$ cat src/rtl/speck_pkg.sv
// speck_pkg: shared constants, FSM encoding and parameter helpers for the Speck engine
package speck_pkg;
  localparam logic MODE_ENC = 1'b0;
  localparam logic MODE_DEC = 1'b1;
  typedef enum logic [1:0] {S_IDLE, S_RUN, S_DONE} state_t;
  function automatic int alpha_of(input int w);
    return w == 16 ? 7 : 8;
  endfunction
  function automatic int beta_of(input int w);
    return w == 16 ? 2 : 3;
  endfunction
  function automatic bit legal_cfg(input int w, input int r);
    return (w == 16 && r == 22) || (w == 24 && (r == 22 || r == 23)) ||
           (w == 32 && (r == 26 || r == 27)) || (w == 48 && (r == 28 || r == 29)) ||
           (w == 64 && r >= 32 && r <= 34);
  endfunction
endpackage

$ cat src/rtl/speck_round_unit.sv
// speck_round_unit: one combinational Speck round, encrypt or decrypt selected by mode
module speck_round_unit #(
  parameter int W = 32,
  parameter int ALPHA = 8,
  parameter int BETA = 3
) (
  input  logic         mode,
  input  logic [W-1:0] x,
  input  logic [W-1:0] y,
  input  logic [W-1:0] k,
  output logic [W-1:0] xo,
  output logic [W-1:0] yo
);
  logic [W-1:0] xe, ye, t, yd, u, xd;
  assign xe = ((x >> ALPHA) | (x << (W - ALPHA))) + y ^ k;
  assign ye = ((y << BETA) | (y >> (W - BETA))) ^ xe;
  assign t  = x ^ y;
  assign yd = (t >> BETA) | (t << (W - BETA));
  assign u  = (x ^ k) - yd;
  assign xd = (u << ALPHA) | (u >> (W - ALPHA));
  assign xo = mode ? xd : xe;
  assign yo = mode ? yd : ye;
endmodule

$ cat src/rtl/speck_cipher_engine.sv
// speck_cipher_engine: iterative Speck enc/dec engine, UNROLL rounds per clock, valid/ready on both sides.
// Define SPECK_ABORT_EN to add an abort input that cancels a running or pending operation.
module speck_cipher_engine
  import speck_pkg::*;
#(
  parameter int W = 32,
  parameter int ROUNDS = 27,
  parameter int UNROLL = 1,
  parameter int ALPHA = alpha_of(W),
  parameter int BETA = beta_of(W)
) (
  input  logic                clk,
  input  logic                rst,
`ifdef SPECK_ABORT_EN
  input  logic                abort,
`endif
  input  logic                in_valid,
  output logic                in_ready,
  input  logic                in_mode,
  input  logic [W-1:0]        in_x,
  input  logic [W-1:0]        in_y,
  input  logic [W*ROUNDS-1:0] rk_flat,
  output logic                out_valid,
  input  logic                out_ready,
  output logic [W-1:0]        out_x,
  output logic [W-1:0]        out_y,
  output logic                out_mode
);
  localparam int IW = $clog2(ROUNDS);
  if (ROUNDS % UNROLL != 0) begin : g_bad_unroll
    $error("UNROLL must divide ROUNDS");
  end
  if (!legal_cfg(W, ROUNDS)) begin : g_bad_cfg
    $error("illegal (W, ROUNDS) combination for Speck");
  end
  state_t state;
  logic [IW-1:0] idx;
  logic [W-1:0] x, y;
  logic mode, last;
  logic [W-1:0] xs [UNROLL+1];
  logic [W-1:0] ys [UNROLL+1];
  logic [W-1:0] ks [UNROLL];
  assign xs[0] = x;
  assign ys[0] = y;
  for (genvar i = 0; i < UNROLL; i++) begin : g_round
    logic [IW:0] ki;
    assign ki = mode ? {1'b0, idx} - (IW+1)'(i) : {1'b0, idx} + (IW+1)'(i);
    assign ks[i] = ki < (IW+1)'(ROUNDS) ? rk_flat[int'(ki)*W +: W] : '0;
    speck_round_unit #(.W(W), .ALPHA(ALPHA), .BETA(BETA)) u_round (
      .mode(mode), .x(xs[i]), .y(ys[i]), .k(ks[i]), .xo(xs[i+1]), .yo(ys[i+1])
    );
  end
  assign in_ready = state == S_IDLE;
  assign last = mode ? idx == IW'(UNROLL - 1) : idx == IW'(ROUNDS - UNROLL);
  always_ff @(posedge clk)
    if (!rst) begin
      state <= S_IDLE;
      idx <= '0;
      x <= '0;
      y <= '0;
      mode <= MODE_ENC;
      out_valid <= 1'b0;
      out_x <= '0;
      out_y <= '0;
      out_mode <= 1'b0;
    end
`ifdef SPECK_ABORT_EN
    else if (abort) begin
      if (state != S_IDLE) begin
        state <= S_IDLE;
        idx <= '0;
        x <= '0;
        y <= '0;
        out_valid <= 1'b0;
        out_x <= '0;
        out_y <= '0;
      end
    end
`endif
    else
      case (state)
        S_IDLE:
          if (in_valid) begin
            x <= in_x;
            y <= in_y;
            mode <= in_mode;
            idx <= in_mode == MODE_DEC ? IW'(ROUNDS - 1) : '0;
            state <= S_RUN;
          end
        S_RUN: begin
          x <= xs[UNROLL];
          y <= ys[UNROLL];
          if (last) begin
            out_x <= xs[UNROLL];
            out_y <= ys[UNROLL];
            out_mode <= mode;
            out_valid <= 1'b1;
            idx <= '0;
            state <= S_DONE;
          end else
            idx <= mode ? idx - IW'(UNROLL) : idx + IW'(UNROLL);
        end
        S_DONE:
          if (out_ready) begin
            out_valid <= 1'b0;
            state <= S_IDLE;
          end
        default: state <= S_IDLE;
      endcase
endmodule

$ cat config.mk
export PLATFORM = sky130hd
export DESIGN_NAME = speck_cipher_engine
export DESIGN_NICKNAME = d
export VERILOG_FILES = /design/src/rtl/speck_pkg.sv /design/src/rtl/speck_round_unit.sv /design/src/rtl/speck_cipher_engine.sv
export SDC_FILE = /design/constraint.sdc
export NUM_CORES = 1
export LEC_CHECK = 0
export ABC_CLOCK_PERIOD_IN_PS = 5100
export CORE_AREA = 2 2 391 393
export DETAILED_ROUTE_END_ITERATION = 6
export DIE_AREA = 0 0 393 395
export PLACE_DENSITY = 0.37
export SYNTH_ARGS = -nofsm -noshare
export SYNTH_HDL_FRONTEND = slang
export SYNTH_SLANG_ARGS = --single-unit
$ cat constraint.sdc
create_clock -name clk -period 5.1 [get_ports clk]
set_input_delay 0.765 -clock clk [delete_from_list [all_inputs] [get_ports clk]]
set_output_delay 0.765 -clock clk [all_outputs]
set_load 0.01 [all_outputs]
== Word level (Yosys, flattened, before mapping) ==
Index checks and enable logic that the tools add are counted.
Storage, ports and cells
  flip-flop bits (word level): 138
  logic and storage cells: 58
  bits of input ports: 933
Operators by class
  magnitude comparators: 1
  reduce and logical (&&, ||, !) cells: 9
  bitwise gates (word level): 8
  $add $sub $neg: 4
  eq/ne operators: 6
  shift operators: 1
  multiplexer cells: 20
Operators with widths (count)
  864-bit by 11-bit indexed part select with 32-bit output: 1
  32-bit 2-to-1 mux: 5
  32-bit one-hot mux with 2 select lines: 2
  32-bit bitwise XOR: 4
  32-bit adder: 1
  24-bit by 32-bit bitwise OR with 32-bit output: 1
  29-bit by 32-bit bitwise OR with 32-bit output: 1
  32-bit by 3-bit bitwise OR with 32-bit output: 1
  32-bit by 8-bit bitwise OR with 32-bit output: 1
  32-bit subtractor: 1
  5-bit 2-to-1 mux: 4
  5-bit one-hot mux with 2 select lines: 1
  2-bit 2-to-1 mux: 3
  2-bit != test, second input constant: 3
  2-bit one-hot mux with 3 select lines: 1
  2-bit AND reduction: 3
  3-bit AND reduction: 2
  5-bit by 1-bit adder with 5-bit output, second input constant: 1
  5-bit equality test, second input constant: 1
  5-bit zero test: 1
  5-bit < comparator, second input constant: 1
  5-bit by 1-bit subtractor with 5-bit output, second input constant: 1
  2-bit nonzero test: 2
  1-bit 2-to-1 mux: 3
  other kinds (4): 4

== Longest topological paths before layout ==
  depth in word-level cells: 7
  gate-level depth with buffers: 23

== By module ==
Synthesis repeated with hierarchy kept, for this count alone.
Second synthesis, totals
  cells, all modules: 2114
  area total of the unflattened synthesis: 17704.5 um^2
By module, submodules not included
  speck_cipher_engine: area each 12268.0 um^2, cells each 1352, times used 1
  speck_round_unit: area each 5436.5 um^2, cells each 762, times used 1

== Worst setup path after synthesis ==
No wires, ideal clock.
  path type: register -> register
  from: register idx[0]
  to: register x[5]
  arrival time: 4.634 ns
  period minus slack after synthesis: 4.767 ns
  library setup time: 0.132 ns
  cell stages (with the launch flop): 19
  required time: 4.968 ns
  buffers on the path: 5
  slack: 0.333 ns
  cells stage by stage: dfxtp_1 > buf_6 > buf_8 > buf_8 > buf_4 > buf_4 > mux4_2 > o221ai_1 > xnor2_1 > ha_1 > nor2b_1 > o31ai_1 > a211oi_1 > a211oi_1 > a211oi_1 > o311a_1 > or3_1 > a31oi_1 > a21oi_1
On the way
  word-level cells in the longest chain between the ends: 7
  elaborated cells between the ends (all ways): 9
Ends and longest elaborated chain
  start, declared: line speck_cipher_engine.sv:37  | logic [IW-1:0] idx;
  start signal, assigned: line speck_cipher_engine.sv:87  | idx <= in_mode == MODE_DEC ? IW'(ROUNDS - 1) : '0;
  start signal, assigned: line speck_cipher_engine.sv:101  | idx <= mode ? idx - IW'(UNROLL) : idx + IW'(UNROLL);
  864-bit by 11-bit indexed part select with 32-bit output / 5-bit < comparator (equally long branches): line speck_cipher_engine.sv:48  | assign ks[i] = ki < (IW+1)'(ROUNDS) ? rk_flat[int'(ki)*W +: W] : '0;
  32-bit 2-to-1 mux (*): line speck_cipher_engine.sv:48
  32-bit bitwise XOR: line speck_round_unit.sv:19  | assign u = (x ^ k) - yd;
  32-bit subtractor: line speck_round_unit.sv:19
  32-bit by 8-bit bitwise OR with 32-bit output: line speck_round_unit.sv:20  | assign xd = (u << ALPHA) | (u >> (W - ALPHA));
  32-bit 2-to-1 mux (*): line speck_round_unit.sv:21  | assign xo = mode ? xd : xe;
  32-bit one-hot mux with 2 select lines (*): line speck_cipher_engine.sv:81  | case (state)
  end signal, assigned: line speck_cipher_engine.sv:84  | x <= in_x;
  end signal, assigned: line speck_cipher_engine.sv:91  | x <= xs[UNROLL];
  end, declared: line speck_cipher_engine.sv:38  | logic [W-1:0] x, y;
Every way passes the cells marked *; elsewhere a longest branch is shown, timed or not.
A chain may end at the register's enable or synchronous reset.

== Worst setup path after layout ==
Ends and elaborated chain as after synthesis.

==> impl_metrics.csv <==
group,metric,value,unit
timing,worst_pin_slew,1.06,ns
synth,ys_async_sr_fraction,0,%
setup_path,worstPathBufferInverterCount,5,
cells_and_area,final_core_util,21.7,%
floorplan,die_h,395,um
cells_and_area,mostFrequentLayoutCells,"997 x clkdlybuf4s50_1, 256 x buf_4, 173 x a21oi_1, 147 x mux4_2, 139 x nand2_1",
synth,syn_nets,2924,
setup_path,worstPathCellList,"buf_12 > clkbuf_16 > buf_4 > mux4_2 > a221oi_4 > buf_4 > a31o_2 > xnor2_1 > ha_1 > and4_1 > a211o_1 > a211oi_1 > buf_4 > a211oi_2 > o311a_1 > or3_1 > a31oi_2 > a21oi_1",
setup_path,crit_fanout,8,
setup_path,cp_top_family,"compound AO/OA/AOI/OAI gates",
setup_path,cp-start-kind,"flip-flop",
routing,drc,0,
hold_path,hold_class,"reg2reg",
cts,cts_buffer_depth,2,
floorplan,start_util,11.6,%
timing,fin_worst_skew,0.0143,ns
cts,clock_sinks,138,
timing,hold-worst-slack,0.460,ns
placement,hpwlAfterDp,146000,um
synth,ys_ff_latch,138,
cts,htree_levels,4,
timing,fin_ws,0.123,ns
cells_and_area,layout-drive-gt1-share,19.6,%
timing,finalSetupTns,0,ns
placement,pre_cts_ws,-0.541,ns
floorplan,coreArea,151000,um2
timing,max_freq,201,MHz
synth,ys.flop_type,"dfxtp_1",
cells_and_area,fin_cells,5134,
routing,dr.pass1.iters,5,
synth,yosysWarnings,0,
cts,cts_root_buffer,"clkbuf_16",
cts,clock_latency,0.47,ns
floorplan,die_area,155000,um2
setup_path,max_stage_delay,0.62,ns
global_routing,antenna_found_initial,83,
cells_and_area,nFillCells,16700,
synth,synth_area,17500,um2
timing,relSlewSlack,29.5,%
synth,synth_cell_types,87,
setup_path,crit_slowest_cell,"mux4_2",
cts,clkSlewWorstSetupHoldPaths,0.07,ns
cts,cts-buffers-inserted,17,
status,status,"finished clean",
global_routing,first_global_vias,22600,
routing,drtIter0Drc,1541,
cells_and_area,nets,4080,
global_routing,grt_pass1_wl,214000,um
cells_and_area,layout_commonest_cell,"clkdlybuf4s50_1",
global_routing,grt_max_degree,99,
routing,wl_per_cell,32.5,um
routing,dr_total_vias,21700,
timing,final-setup-viol-count,0,
timing,maxSlewViolCount,0,
cts,cts_tree,"yes",
floorplan,die_w,393,um
synth,syn_area_per_cell,9.12,um2
pwr,total_leakage_power,11.7,nW
setup_path,crit_type,"reg2reg",
routing,routed_wl,167000,um
timing,fin_crit,4.98,ns
floorplan,num_rows,143,
setup_path,worst_ep_required_time,5.40,ns
run,cap_viol_max_count,0,
synth,postSynthCellCount,1922,
global_routing,grt_overflow,0,
setup_path,critPathCaptureType,"flip-flop",
placement,place_inst,5074,
global_routing,grt_util_all_layers,20.7,%
placement,numPortBuffers,999,
routing,post_drt_via_cell_ratio,4.23,
setup_path,worst-endpoint-arrival,5.28,ns
synth,synth_edf_count,0,
synth,yosysSeqAreaShare,15.8,%
cells_and_area,synthToLayoutAreaGrowth,87.5,%
timing,grt_setup_unrepaired,"yes",
routing,final_antenna_net_count,0,
setup_path,cp_common_cell,"buf_4",
timing,period_share,97.6,%
pwr,peakVddDrop,217,uV
timing,report.final.hold_viol_count,0,
placement,gp_congestion,0.915,
pwr,pwr_density_cell,329,nW/um2
floorplan,io_pins,1000,
[worst min-delay path, delay by kind of cell (launching register included)]
| kind | cells | cell delay (ns) |
|---|---|---|
| DFF | 1 | 0.31 |
| and+or+nand+nor | 1 | 0.05 |
| AOI/OAI and AO/OA | 1 | 0.05 |
[logic make-up after synthesis]
group,synth area share [%]
compound gates,24.0
simple gates,10.9
mux,30.1
buf+inv,5.35
xor+xnor,8.85
flops,15.8
fa+ha+maj,5.05
[synth_stat cells, drive strengths merged (12+ instances only)]
cell      n  area, um2
ha       66        826
o211ai   18        135
a21oi   181        913
o21ai   130        654
a211oi   30        230
a21o     38        285
xnor2   124       1100
nand2   140        526
a221oi   16        158
o22ai    36        225
nand3    34        170
a22oi    12       90.1
xor2     38        333
buf      73        544
nor2    108        405
o221ai   68        596
mux2i   131       1310
nor2b    17        106
clkbuf   87        330
mux4    155       3520
inv      17       63.8
nor3     18        100
nand2b   14       87.6
dfxtp   138       2760
a31oi    28        181
mux2     39        439
[per-layer routing]
metal | track usage [%] | vias up | part of all wire [%]
met5 | 0 | - | 0.14
met4 | 3.18 | 38 | 2.1
met3 | 4.67 | 169 | 6.1
met2 | 36.6 | 841 | 49
met1 | 25.9 | 10800 | 42
li1 | - | 9862 | -
[report_power, final]
part | total (mW) | internal [mW] | switching (mW)
registers | 1.48 | 1.20 | 0.278
logic | 7.98 | 3.80 | 4.18
clock network | 1.35 | 0.789 | 0.558
total | 10.8 | 5.79 | 5.02
[metrics by stage]
stage,total power [mW],instance area [um2]
after CTS,10.7,32400
final,10.8,32900
after floorplan,5.24,17500
after global routing,11.5,32800
after global placement,9.34,31700
after detailed placement,9.30,31700
[path summary, 6_finish.rpt]
check                               start  slack, ns         to  depth (start not counted)
worst max register to register     idx[0]       0.12       x[5]                         18
worst max-delay path               idx[0]       0.12       x[5]                         18
worst min-delay path            out_y[24]       0.46  out_y[24]                          2
worst min register to register  out_y[24]       0.46  out_y[24]                          2
[timing repair]
item / 4_1_cts / 5_1_grt
buffers inserted: 4 / 9
hold buffers: 0 / 0
pin swaps: 1 / 15
cloned: 0 / 2
gates resized for setup: 27 / 56
setup endpoints to repair: 41 / 42
[state kept, by name, indices dropped and copies added, names as in the netlist]
signal	cells
out_valid	1
out_mode	1
out_y	32
x	32
mode	1
state	2
out_x	32
y	32
idx	5
[cell type report]
type	count	area (um2)	area share (%)
well taps	2030	2540	7.73
clock buffers	19	453	1.38
clock inverters	11	144	0.438
diodes	15	37.5	0.114
repair buffers	1297	12700	38.6
multi-input cells	1607	14200	43.1
inverters	17	66.3	0.202
flip-flops and latches	138	2780	8.47
Note: power is estimated with default switching activity, not from simulation.
==> patch: new RTL, same settings <==
Make the reset (`rst`) asynchronous in one clocked block.
--- a/src/rtl/speck_cipher_engine.sv
+++ b/src/rtl/speck_cipher_engine.sv
@@ -52,7 +52,7 @@
   end
   assign in_ready = state == S_IDLE;
   assign last = mode ? idx == IW'(UNROLL - 1) : idx == IW'(ROUNDS - UNROLL);
-  always_ff @(posedge clk)
+  always_ff @(posedge clk or negedge rst)
     if (!rst) begin
       state <= S_IDLE;
       idx <= '0;
Behaviour: differs if rst is asserted again (counterexample within 4 cycles, from zero or initial values and one cycle with rst low); with rst held inactive, the same outputs for 4 cycles.
==> patch against the original RTL <==
Sequential share of layout area is 1.7 points higher. Cell count is 4.1% higher. Via count is 4.7% higher. Sequential cell count stayed put. Design area is 3.7% higher. Routed wire length is 6.9% higher. Synthesized cell count is 6.6% higher. Worst setup slack worse by 0.020 ns. Area after synthesis is 1.5% higher. Critical endpoint is now out_x[3].
Power is left out: it rests on default switching activity, and per cell area and clock period it moved more than threefold.
==> patch: results (changes against the original RTL) <==
- Sequential-to-total area share from yosys stat: 19.4% (+3.7 points)
- Worst Skew: 0.0119 ns (-0.00237 ns)
- Fillcell total: 16688 (-0.13%)
- Drt pass-1 iters: 5 (unchanged)
- First-pass GRT wire length: 227000 um (+5.9%)
- Post-synth top cells: nand2_1 (265), mux2i_1 (244), o21ai_0 (172)
- Worst r2r path cells: 21 (+3)
- Worst-Margin Slew: 1.17 ns (+0.115 ns)
- Max Buffers Root-to-Sink: 2 (unchanged)
- Dpl ws: -0.932 ns (-0.391 ns)
- Total track usage: 22.2% (+1.4 points)
- Crit path max-delay family: compound AO/OA/AOI/OAI gates
- Slowest library cell on the worst path: mux4_2
- Post-Syn Nets: 3050 (+4.3%)
- Worst min-delay path category: primary input to async pin
- Max incr delay on CP: 0.55 ns (-0.07 ns)
- Wire per inst: 33.4 um (+2.6%)
- Max-Cap Viols: 0 (unchanged)
- Predominant post-synthesis flop cell: dfrtp_1
- Cells after synthesis: 2048 (+6.6%)
- Synth warn: 0 (unchanged)
- Clk pin slew, worst setup/hold paths: 0.07 ns (about the same)
- Number of DRC markers in iteration 0: 1445 (-6.2%)
- Routed WL: 178000 um (+6.9%)
- Post-synth ARST share: 100% (+100 points)
- CTS root buf: clkbuf_16
- Status: finished, final reports clean
- Placed cell count: 5256 (+3.6%)
- R2R Path Start: idx[0]
- Htree depth: 4 (unchanged)
- DP Wirelength: 158000 um (+8.2%)
- Worst-Skew Late Latency: 0.49 ns (+0.02 ns)
- Buffers on Ports: 999 (unchanged)
- R2R Path End: out_x[3]
- GP Congestion: 0.964 (+5.4%)
- Largest net degree at the start of global routing: 93 (-6.1%)
- Vias: 22727 (+4.7%)
- Critical-path maximum fanout: 11 (+3)
- Reg2reg setup slack: 0.10 ns (-0.02 ns)
- Synth top area cells: dfrtp_1 (19%), mux2i_1 (14%), mux4_2 (12%)
- Layout cell share with drive strength beyond 1: 19.0% (-0.63 points)
- Worst path arrival time: 5.36 ns (+0.08 ns)
- CTS Buf Count: 17 (unchanged)
- Antenna violations before repair: 121 (+46%)
- Nets: 4271 (+4.7%)
- Distinct cells, synth: 69 (-21%)
[patch: logic make-up (layout without fill, tap and decap cells)]
kind of cell	count (synthesis)	after routing	synth area share, %
flops	138	138	19.4
fa+ha+maj	69	69	4.98
buf+inv	179	1413	5.29
other cells	0	33	0
mux	356	356	26.7
xor+xnor	175	175	8.86
simple gates	491	491	11.9
compound gates	640	640	22.9
[patch: cell type report]
| type | instances | area (sq um) | share of cell area (%) |
|---|---|---|---|
| multi-input cells | 1731 | 14100 | 41.3 |
| repair buffers | 1355 | 13200 | 38.7 |
| flip-flops and latches | 138 | 3480 | 10.2 |
| well taps | 2030 | 2540 | 7.45 |
| clock buffers | 18 | 439 | 1.29 |
| clock inverters | 14 | 185 | 0.543 |
| inverters | 26 | 97.6 | 0.286 |
| diodes | 33 | 82.6 | 0.242 |
[patch: worst reg2reg max path, delay by kind of cell, from the launching register on]
family	cells	cell delay, ns
XOR/XNOR	1	0.23
multiplexers	1	0.55
AND/OR/NAND/NOR	3	0.45
AO/OA/AOI/OAI	11	2.13
flip-flops	1	0.47
buffers and inverters	4	0.68
adder cells (fa/ha/maj)	1	0.36
[patch: what timing repair did]
action	CTS	global route
pin swaps	5	18
gates cloned	0	2
buffers inserted	6	17
resized for setup	66	90
hold buffers	0	0
setup endpoints to repair	44	39
[patch: routing by layer]
layer,part of all wire (%),track usage (%)
met2,47,37.1
met3,7.5,6.24
met5,0.22,0
met4,3.1,6.53
met1,42,27.4
[patch: stage by stage]
| step | instance area, sq um | hold WS [ns] | setup TNS (ns) |
|---|---|---|---|
| after global routing | 34000 | 0.400 | -0.0629 |
| final | 34100 | 0.367 | 0 |
| after global placement | 32400 | 0.464 | -38.49 |
| after CTS | 33400 | 0.380 | 0 |
| after detailed placement | 32400 | 0.466 | -35.43 |
| after floorplan | 17800 | 0.469 | 0 |
[patch: worst max path at each step]
| stage | depth (start not counted) | endpoint | slack (ns) | startpoint |
|---|---|---|---|---|
| finish | 21 | out_x[3] | 0.10 | idx[0] |
| CTS | 20 | x[6] | 0.001 | idx[0] |
| global route | 23 | x[27] | -0.02 | idx[1] |
| detailed placement | 20 | x[2] | -0.93 | rk_flat[450] |
| floorplan | 23 | out_x[6] | 0.44 | idx[1] |
| global placement | 20 | x[6] | -1.11 | rk_flat[450] |
